`src/rtl/pwm_seq.sv`:
```
// pwm_seq: steps one PWM channel's compare (B) register through a table of
// duty values at a programmable interval. The CPU configures it through a
// slave register port. The sequencer writes the pwm register bus through a
// req/gnt master port.
// Optional build macro: PWM_SEQ_IRQ_EN adds irq_o, a one-cycle done pulse.
module pwm_seq #(
  parameter int DEPTH = 16,
  parameter int CH_W  = 4
) (
  input  logic        clk_i,
  input  logic        rst_i,
  input  logic [31:0] data_i,
  input  logic [31:0] addr_i,
  input  logic        we_i,
  output logic [31:0] data_o,
  output logic [31:0] pwm_data_o,
  output logic [31:0] pwm_addr_o,
  output logic        pwm_we_o,
  input  logic        pwm_gnt_i,
  output logic        busy_o
`ifdef PWM_SEQ_IRQ_EN
  ,
  output logic        irq_o
`endif
);

  localparam int         IW     = (DEPTH > 1) ? $clog2(DEPTH) : 1;
  localparam logic [4:0] DEPTH5 = 5'(DEPTH);

  typedef enum logic [1:0] {
    ST_IDLE,
    ST_WRITE,
    ST_WAIT
  } state_t;

  // Configuration registers
  logic            loop_q;
  logic [CH_W-1:0] ch_q;
  logic [31:0]     step_q;
  logic [4:0]      len_q;
  logic [31:0]     tbl_q [DEPTH];

  // Sequencer state
  state_t      state_q, state_d;
  logic [3:0]  idx_q, idx_d;
  logic [31:0] cnt_q, cnt_d;
  logic        done_q, done_d;
  logic        we_q, we_d;
  logic [31:0] pdata_q, pdata_d;
  logic [31:0] paddr_q, paddr_d;
`ifdef PWM_SEQ_IRQ_EN
  logic        irq_q, irq_d;
`endif

  // Register-port decode
  logic [7:0] inner;
  logic       wr_ctrl, wr_step, wr_len, wr_status, tbl_hit, wr_tbl;
  logic       start_req, stop_req;
  logic [3:0] ch4;

  assign inner     = addr_i[23:16];
  assign wr_ctrl   = we_i && (inner == 8'h00);
  assign wr_step   = we_i && (inner == 8'h01);
  assign wr_len    = we_i && (inner == 8'h02);
  assign wr_status = we_i && (inner == 8'h03);
  assign tbl_hit   = (inner[7:4] == 4'h1) && ({1'b0, inner[3:0]} < DEPTH5);
  assign wr_tbl    = we_i && tbl_hit;
  assign start_req = wr_ctrl && data_i[0];
  assign stop_req  = wr_ctrl && data_i[1];
  assign ch4       = 4'(ch_q);

  // CPU-writable configuration, including the duty table
  always_ff @(posedge clk_i) begin
    // NOTE: sequential state uses non-blocking assignments so every flop
    // samples pre-edge values regardless of statement order.
    if (rst_i) begin
      loop_q <= 1'b0;
      ch_q   <= '0;
      step_q <= '0;
      len_q  <= '0;
      // NOTE: the table is a register file that must read back 0 after
      // reset, so it is built from resettable flops rather than a RAM.
      for (int k = 0; k < DEPTH; k++) tbl_q[k] <= '0;
    end else begin
      if (wr_ctrl) begin
        loop_q <= data_i[2];
        ch_q   <= data_i[4 +: CH_W];
      end
      if (wr_step) step_q <= data_i;
      if (wr_len) begin
        if (data_i > 32'(DEPTH)) len_q <= DEPTH5;
        else                     len_q <= data_i[4:0];
      end
      if (wr_tbl) tbl_q[inner[IW-1:0]] <= data_i;
    end
  end

  // Helpers for the sequencer: final-entry test, next index, table read
  logic        last;
  logic [3:0]  nidx, rd_idx;
  logic [31:0] tbl_rd, step_eff;

  assign last     = ({1'b0, idx_q} + 5'd1) >= len_q;
  assign nidx     = last ? 4'd0 : idx_q + 4'd1;
  assign rd_idx   = (state_q == ST_WAIT) ? nidx : idx_q;
  assign step_eff = (step_q == 32'd0) ? 32'd1 : step_q;

  // Table read port for the master write data
  always_comb begin
    tbl_rd = '0;
    if ({1'b0, rd_idx} < DEPTH5) tbl_rd = tbl_q[rd_idx[IW-1:0]];
  end

  // Next-state and next-output logic of the sequencer
  always_comb begin
    // NOTE: every variable gets a default first so no path infers a latch.
    state_d = state_q;
    idx_d   = idx_q;
    cnt_d   = cnt_q;
    done_d  = done_q;
    we_d    = we_q;
    pdata_d = pdata_q;
    paddr_d = paddr_q;
`ifdef PWM_SEQ_IRQ_EN
    irq_d   = 1'b0;
`endif
    if (wr_status) done_d = 1'b0;
    if (stop_req) begin
      // A pending ungranted write is dropped; a granted one already happened.
      state_d = ST_IDLE;
      we_d    = 1'b0;
    end else begin
      unique case (state_q)
        ST_IDLE: begin
          if (start_req && (len_q != 5'd0)) begin
            idx_d   = 4'd0;
            done_d  = 1'b0;
            state_d = ST_WRITE;
          end
        end
        ST_WRITE: begin
          if (!we_q) begin
            // First cycle after start: present the request.
            we_d    = 1'b1;
            pdata_d = tbl_rd;
            paddr_d = {8'h00, 4'h1, ch4, 16'h0000};
          end else if (pwm_gnt_i) begin
            we_d    = 1'b0;
            cnt_d   = step_eff - 32'd1;
            state_d = ST_WAIT;
          end
        end
        ST_WAIT: begin
          if (cnt_q != 32'd0) begin
            cnt_d = cnt_q - 32'd1;
          end else if (last && !loop_q) begin
            done_d  = 1'b1;
            state_d = ST_IDLE;
`ifdef PWM_SEQ_IRQ_EN
            irq_d   = 1'b1;
`endif
          end else begin
            // Request goes out in the same cycle WRITE is entered so grants
            // stay exactly max(STEP,1)+1 cycles apart.
            idx_d   = nidx;
            we_d    = 1'b1;
            pdata_d = tbl_rd;
            paddr_d = {8'h00, 4'h1, ch4, 16'h0000};
            state_d = ST_WRITE;
          end
        end
        default: state_d = ST_IDLE;
      endcase
    end
  end

  // Sequencer registers
  always_ff @(posedge clk_i) begin
    if (rst_i) begin
      state_q <= ST_IDLE;
      idx_q   <= '0;
      cnt_q   <= '0;
      done_q  <= 1'b0;
      we_q    <= 1'b0;
      pdata_q <= '0;
      paddr_q <= '0;
`ifdef PWM_SEQ_IRQ_EN
      irq_q   <= 1'b0;
`endif
    end else begin
      state_q <= state_d;
      idx_q   <= idx_d;
      cnt_q   <= cnt_d;
      done_q  <= done_d;
      we_q    <= we_d;
      pdata_q <= pdata_d;
      paddr_q <= paddr_d;
`ifdef PWM_SEQ_IRQ_EN
      irq_q   <= irq_d;
`endif
    end
  end

  assign pwm_we_o   = we_q;
  assign pwm_data_o = pdata_q;
  assign pwm_addr_o = paddr_q;
  assign busy_o     = (state_q != ST_IDLE);
`ifdef PWM_SEQ_IRQ_EN
  assign irq_o      = irq_q;
`endif

  // CPU read mux, combinational from the address
  always_comb begin
    data_o = '0;
    unique case (inner)
      8'h00: data_o = {24'b0, ch4, 1'b0, loop_q, 2'b0};
      8'h01: data_o = step_q;
      8'h02: data_o = {27'b0, len_q};
      8'h03: data_o = {15'b0, done_q, 4'b0, idx_q, 7'b0, busy_o};
      default: if (tbl_hit) data_o = tbl_q[inner[IW-1:0]];
    endcase
  end

endmodule

```
`config.mk`:
```
export PLATFORM = sky130hd
export DESIGN_NAME = pwm_seq
export DESIGN_NICKNAME = d
export VERILOG_FILES = /design/src/rtl/pwm_seq.sv
export SDC_FILE = /design/constraint.sdc
export NUM_CORES = 1
export LEC_CHECK = 0
export BUFFER_PORTS_ARGS = -buffer_cell sky130_fd_sc_hd__clkbuf_2
export CAP_MARGIN = 20
export CORE_MARGIN = 1.5
export CORE_UTILIZATION = 30
export DETAILED_ROUTE_END_ITERATION = 10
export SYNTH_ARGS = -nofsm -noshare
export SYNTH_HDL_FRONTEND = slang
export SYNTH_SLANG_ARGS = --single-unit
```
`constraint.sdc`:
```
create_clock -name clk_i -period 6.25 [get_ports clk_i]
set_clock_uncertainty 0.2 [all_clocks]
set_input_delay 0 -clock clk_i [delete_from_list [all_inputs] [get_ports clk_i]]
set_output_delay 0 -clock clk_i [all_outputs]
set_load 0.01 [all_outputs]
```
# == After elaboration in Yosys (flattened, before gate mapping) ==
# Memories as Yosys holds them, arrays and structs flattened.
# Index checks and enable logic that the tools add are counted.
# op_classes
addsub,4
n_lt_le_gt_ge,2
n_eq_ne,13
n_mux,47
bitwise,1
n_reduce_logical,25
# op_table
operator,count
2-to-1 mux 32 bit,12
one-hot mux 32 bit (2 select lines),3
one-hot mux 32 bit (4 select lines),1
"subtractor 32 x 1 -> 32 bit, second input constant",2
"> comparator 32 x 5 -> 1 bit, second input constant",1
logical NOT 32 bit,1
nonzero test 32 bit,1
OR reduction 32 bit,1
2-to-1 mux 4 bit,6
"== test 8 x 2 -> 1 bit, second input constant",2
2-to-1 mux 1 bit,16
AND reduction 5 bit,3
"!= test 2 bit, second input constant",6
logical AND 1 bit,9
"== test 8 x 1 -> 1 bit, second input constant",1
logical NOT 8 bit,1
2-to-1 mux 2 bit,4
one-hot mux 4 bit (2 select lines),1
one-hot mux 2 bit (3 select lines),1
nonzero test 2 bit,3
"adder 4 x 1 -> 5 bit, second input constant",1
greater-or-equal comparator 5 bit,1
2-to-1 mux 5 bit,1
nonzero test 5 bit,1
other kinds (12),13
# totals
reg_bits,146
ramBits,512
input_bits,68
memories,1
# memory_table
memory,words,word_bits,read_ports,rd_ports_with_merged_regs,write_ports,line,source
tbl_q,16,32,2,0,16,41,logic [31:0] tbl_q [DEPTH];

# == Depth between registers and ports, before layout ==
# An unclocked memory read counts as a cell.
# depth
ltp_word,8
ltp_mapped,15
depth_no_buf,11

# == Least setup slack after synthesis ==
# Ideal clock, no wire load.
# synth_timing
path_type,input-to-reg
from,in addr_i[16]
to,"mem tbl_q[11][0], enable pin"
setup_time_ns,0.466
t_arrival_ns,3.607
t_required_ns,5.584
path_slack_ns,1.978
cell_stages,6
cell_sequence,clkbuf_1 -> buf_1 -> clkbuf_1 -> nand3_1 -> clkbuf_1 -> o21ai_0
# synth_rtl
element,line,source
"start, declared",13,"input logic [31:0] addr_i,"
"end, declared",41,

# == Final worst setup path ==
# layout_timing
from,reg idx_q[1]
to,"reg pdata_q[29], in the netlist pwm_data_o[29]"
# layout_via
elab_chain_len,8
word_cells_on_any_way,13
# layout_rtl
element,line,source
"start, declared",45,"logic [3:0] idx_q, idx_d;"
"start signal, assigned",192,idx_q <= idx_d;
adder 4 x 1 -> 5 bit,103,"assign last = ({1'b0, idx_q} + 5'd1) >= len_q;"
greater-or-equal comparator 5 bit,103,
2-to-1 mux 4 bit,104,assign nidx = last ? 4'd0 : idx_q + 4'd1;
2-to-1 mux 4 bit,105,assign rd_idx = (state_q == ST_WAIT) ? nidx : idx_q;
memory (16 x 32 bit),n/a,
2-to-1 mux 32 bit,156,end else if (last && !loop_q) begin
2-to-1 mux 32 bit,154,if (cnt_q != 32'd0) begin
one-hot mux 32 bit (2 select lines),133,unique case (state_q)
"end signal, assigned",196,pdata_q <= pdata_d;
"end, declared",49,"logic [31:0] pdata_q, pdata_d;"
# Parallel ways exist; a longest one is shown, timed or not. The select of a mux whose other input is x is not followed.
# A chain may end at the register's enable or synchronous reset.

==> flow_summary.yaml <==
timing:
  whs_ns: 0.0332
  max_freq_ghz: 0.201
  worst_slack_ns: 1.27
  setup_tns_ns: 0
  drv_slew: 0
  rsz0062_at_grt: "no"
  period_share_pct: 79.7
  worst_pin_slew_ns: 1.20
  setup_viol: 0
  final_hold_viol_count: 0
  fin_crit_ns: 4.98
  slew_headroom_pct: 20.1
worst_setup_path:
  critPathKind: "flop to flop"
  max_stage_delay_ns: 0.88
  crit_chain: "ha_1 > xor2_1 > ha_1 > nor3_1 > nor2_1 > a2111o_2 > and2_4 > buf_4 > nand2_1 > a311oi_1 > a21oi_1 > a311oi_1"
  crit_fanout: 58
  crit_arrival_ns: 5.30
  critical_path_required_ns: 6.57
  endpoint_kind: "flop"
  crit_path_start_kind: "flop"
  slowest_stage: "and2_4"
  r2r_slack_ns: 1.27
  cp_top_family: "compound AO/OA/AOI/OAI gates"
  critPathBufInv: 1
drt:
  drt_pass1_iterations: 8
  detail-route-antenna-nets: 0
  via_count: 25400
  first_iter_violations: 3463
  wire_per_inst_um: 27.5
  drc: 0
  routed_wl_um: 121000
  drt-vias-per-instance: 5.75
pwr:
  p_per_area_mw_per_mm2: 250
  switching_share_pct: 23.7
  total_power_w: 0.00969
  seq_power_share_pct: 49.5
  internal_power_w: 0.00739
  p_leak_nw: 13.0
  clkPwrFrac_pct: 42.9
  p_sw_w: 0.00230
  ir_drop_mv: 0.180
  pwr-share-comb_pct: 7.7
placed_design:
  gp_congestion: 0.858
  dp_hpwl_um: 72700
  placedCellCount: 4242
  post-place-ws_ns: 1.32
  place.port_buffers: 114
layout:
  fin_nets: 2948
  layout.cells.non_filler: 4421
  fill_cells: 10700
  syn2layout_area_growth_pct: 14.7
  layout-drive-gt1-share_pct: 19.8
global_route:
  grt_max_degree: 81
  grt_pass1_wl_um: 174000
  grt_pass1_vias: 24000
  overflow: 0
  antenna_found_initial: 11
  grt_use_total_pct: 20.6
synth:
  yosys_register_bits: 631
  yosysTopAreaCell: "edfxtp_1"
  synth-edff-count: 512
  yosysTopAreaCellShare_pct: 45.5
  async_flop_share_pct: 0
  synthTopCellsByArea: "edfxtp_1 45%, mux4_2 14%, and2_1 9.3%"
  ys.flop_type: "edfxtp_1"
  yosysUniqueCellTypes: 76
  yosysWarnings: 0
  postSynthCellCount: 2836
  ys_seq_area_share_pct: 52.5
  netlist_area_mm2: 0.0338
  avgSynthCellArea_um2: 11.9
clock_tree:
  cts.sinks: 631
  cts_buffers: 70
  ctsResizeCount: 0
  root_buffer: "clkbuf_16"
  clkTransAtPathRegs_ns: 0.06
  clockBufferDepth: 3
  clk-insertion-delay-late_ns: 0.63
  htreeDepth: 3
  cts-hold-fix-buffers: 47
  post_cts_buffers: 0
  cts_tree: "built"
run_status:
  status: "complete, no violations"
floorplanning:
  coreArea_mm2: 0.111
  start_util_pct: 30.4
  fp-row-count: 122
  dieArea_mm2: 0.115
  die_h_um: 339
  fp.dieW_um: 339
  io_pins: 166
run:
  drv_cap: 0
hold_path:
  hold_class: "input port to flop"
## synthesized netlist by cell type, drive strengths merged (20+ instances only)
| master | instances |
|---|---|
| inv | 24 |
| mux4 | 212 |
| and3 | 74 |
| nand3 | 56 |
| o21ai | 61 |
| edfxtp | 512 |
| nor4 | 24 |
| and2 | 504 |
| nor2 | 101 |
| nor3 | 38 |
| clkbuf | 226 |
| a21oi | 132 |
| a22oi | 20 |
| dfxtp | 119 |
| a211oi | 66 |
| nand2 | 289 |
| buf | 73 |
| a311oi | 80 |
| mux2i | 29 |
## final cells by class
| class | instances | area [um2] | area share [%] |
|---|---|---|---|
| flip-flops and latches | 631 | 17800 | 45.8 |
| multi-input cells | 1907 | 15100 | 39.0 |
| clock buffers | 101 | 1990 | 5.13 |
| well taps | 1488 | 1860 | 4.80 |
| repair buffers | 238 | 1700 | 4.39 |
| clock inverters | 27 | 258 | 0.664 |
| inverters | 25 | 93.8 | 0.242 |
| diodes | 4 | 10.0 | 0.0258 |
## per-layer routing
layer / GRT usage, % / share of wire, %
met5: 0 / 0.0066
met4: 7.74 / 3.6
met3: 4.13 / 11
met2: 32.8 / 46
met1: 27.7 / 39
## kinds of logic (layout without fill, tap and decap cells)
logic type / count (synthesis) / in the layout / synth area share, %
flip-flops: 631 / 631 / 52.5
multiplexers: 249 / 249 / 15.3
AND/OR/NAND/NOR: 1141 / 1141 / 18.1
adder cells (fa/ha/maj): 7 / 7 / 0.259
buffers and inverters: 324 / 391 / 4.00
XOR/XNOR: 8 / 8 / 0.207
other: 1 / 31 / 0.0111
AO/OA/AOI/OAI: 475 / 475 / 9.67
## state kept, by name (all words and copies together) (netlist names)
register / cells
state_q: 2
pwm_addr_o: 5
pwm_we_o: 1
idx_q: 4
ch4: 4
done_q: 1
cnt_q: 32
pwm_data_o: 32
len_q: 5
tbl_q: 512
step_q: 32
loop_q: 1
## worst paths after layout
kind	startpoint	to	cells after the start
setup / recovery	idx_q[1]$_SDFFE_PP0P_	pwm_data_o[29]$_SDFFE_PP0P_	12
hold / removal	addr_i[17]	done_q$_SDFF_PP0_	5
setup reg to reg	idx_q[1]$_SDFFE_PP0P_	pwm_data_o[29]$_SDFFE_PP0P_	12
hold reg to reg	pwm_addr_o[16]$_SDFFE_PP0P_	pwm_addr_o[16]$_SDFFE_PP0P_	2
## worst reg2reg max path: cells and delay by family (launching register included)
family	cells	cell delay (ns)
AO/OA/AOI/OAI	4	1.47
buffers and inverters	1	0.65
XOR/XNOR	1	0.10
AND/OR/NAND/NOR	4	1.31
flip-flops	1	0.53
adder cells (fa/ha/maj)	2	0.61
## power by group through the flow
stage	registers [W]	logic [W]	clock network [W]
2_1_floorplan	0.00485	0.000446	0
3_3_place_gp	0.00487	0.000708	0
3_5_place_dp	0.00488	0.000712	0
4_1_cts	0.00479	0.000735	0.00418
5_1_grt	0.00481	0.000771	0.00433
6_report	0.00479	0.000744	0.00415
## cells in the final DEF (no fill, tap or decap), drive strengths merged, types with 66 or more instances in the layout
cell type | Yosys | final
edfxtp | 512 | 512
and2 | 504 | 504
nand2 | 289 | 289
mux4 | 212 | 212
clkbuf | 226 | 212
a21oi | 132 | 132
dfxtp | 119 | 119
nor2 | 101 | 101
a311oi | 80 | 80
buf | 73 | 80
and3 | 74 | 74
a211oi | 66 | 66
## per-stage QoR
step / util [%] / cell area [um2]
6_report: 34.9 / 38800
5_1_grt: 34.9 / 38800
4_1_cts: 34.9 / 38800
3_5_place_dp: 32.4 / 36100
3_3_place_gp: 32.4 / 36100
2_1_floorplan: - / 33900
No activity file was read; power rests on OpenSTA's default activity.
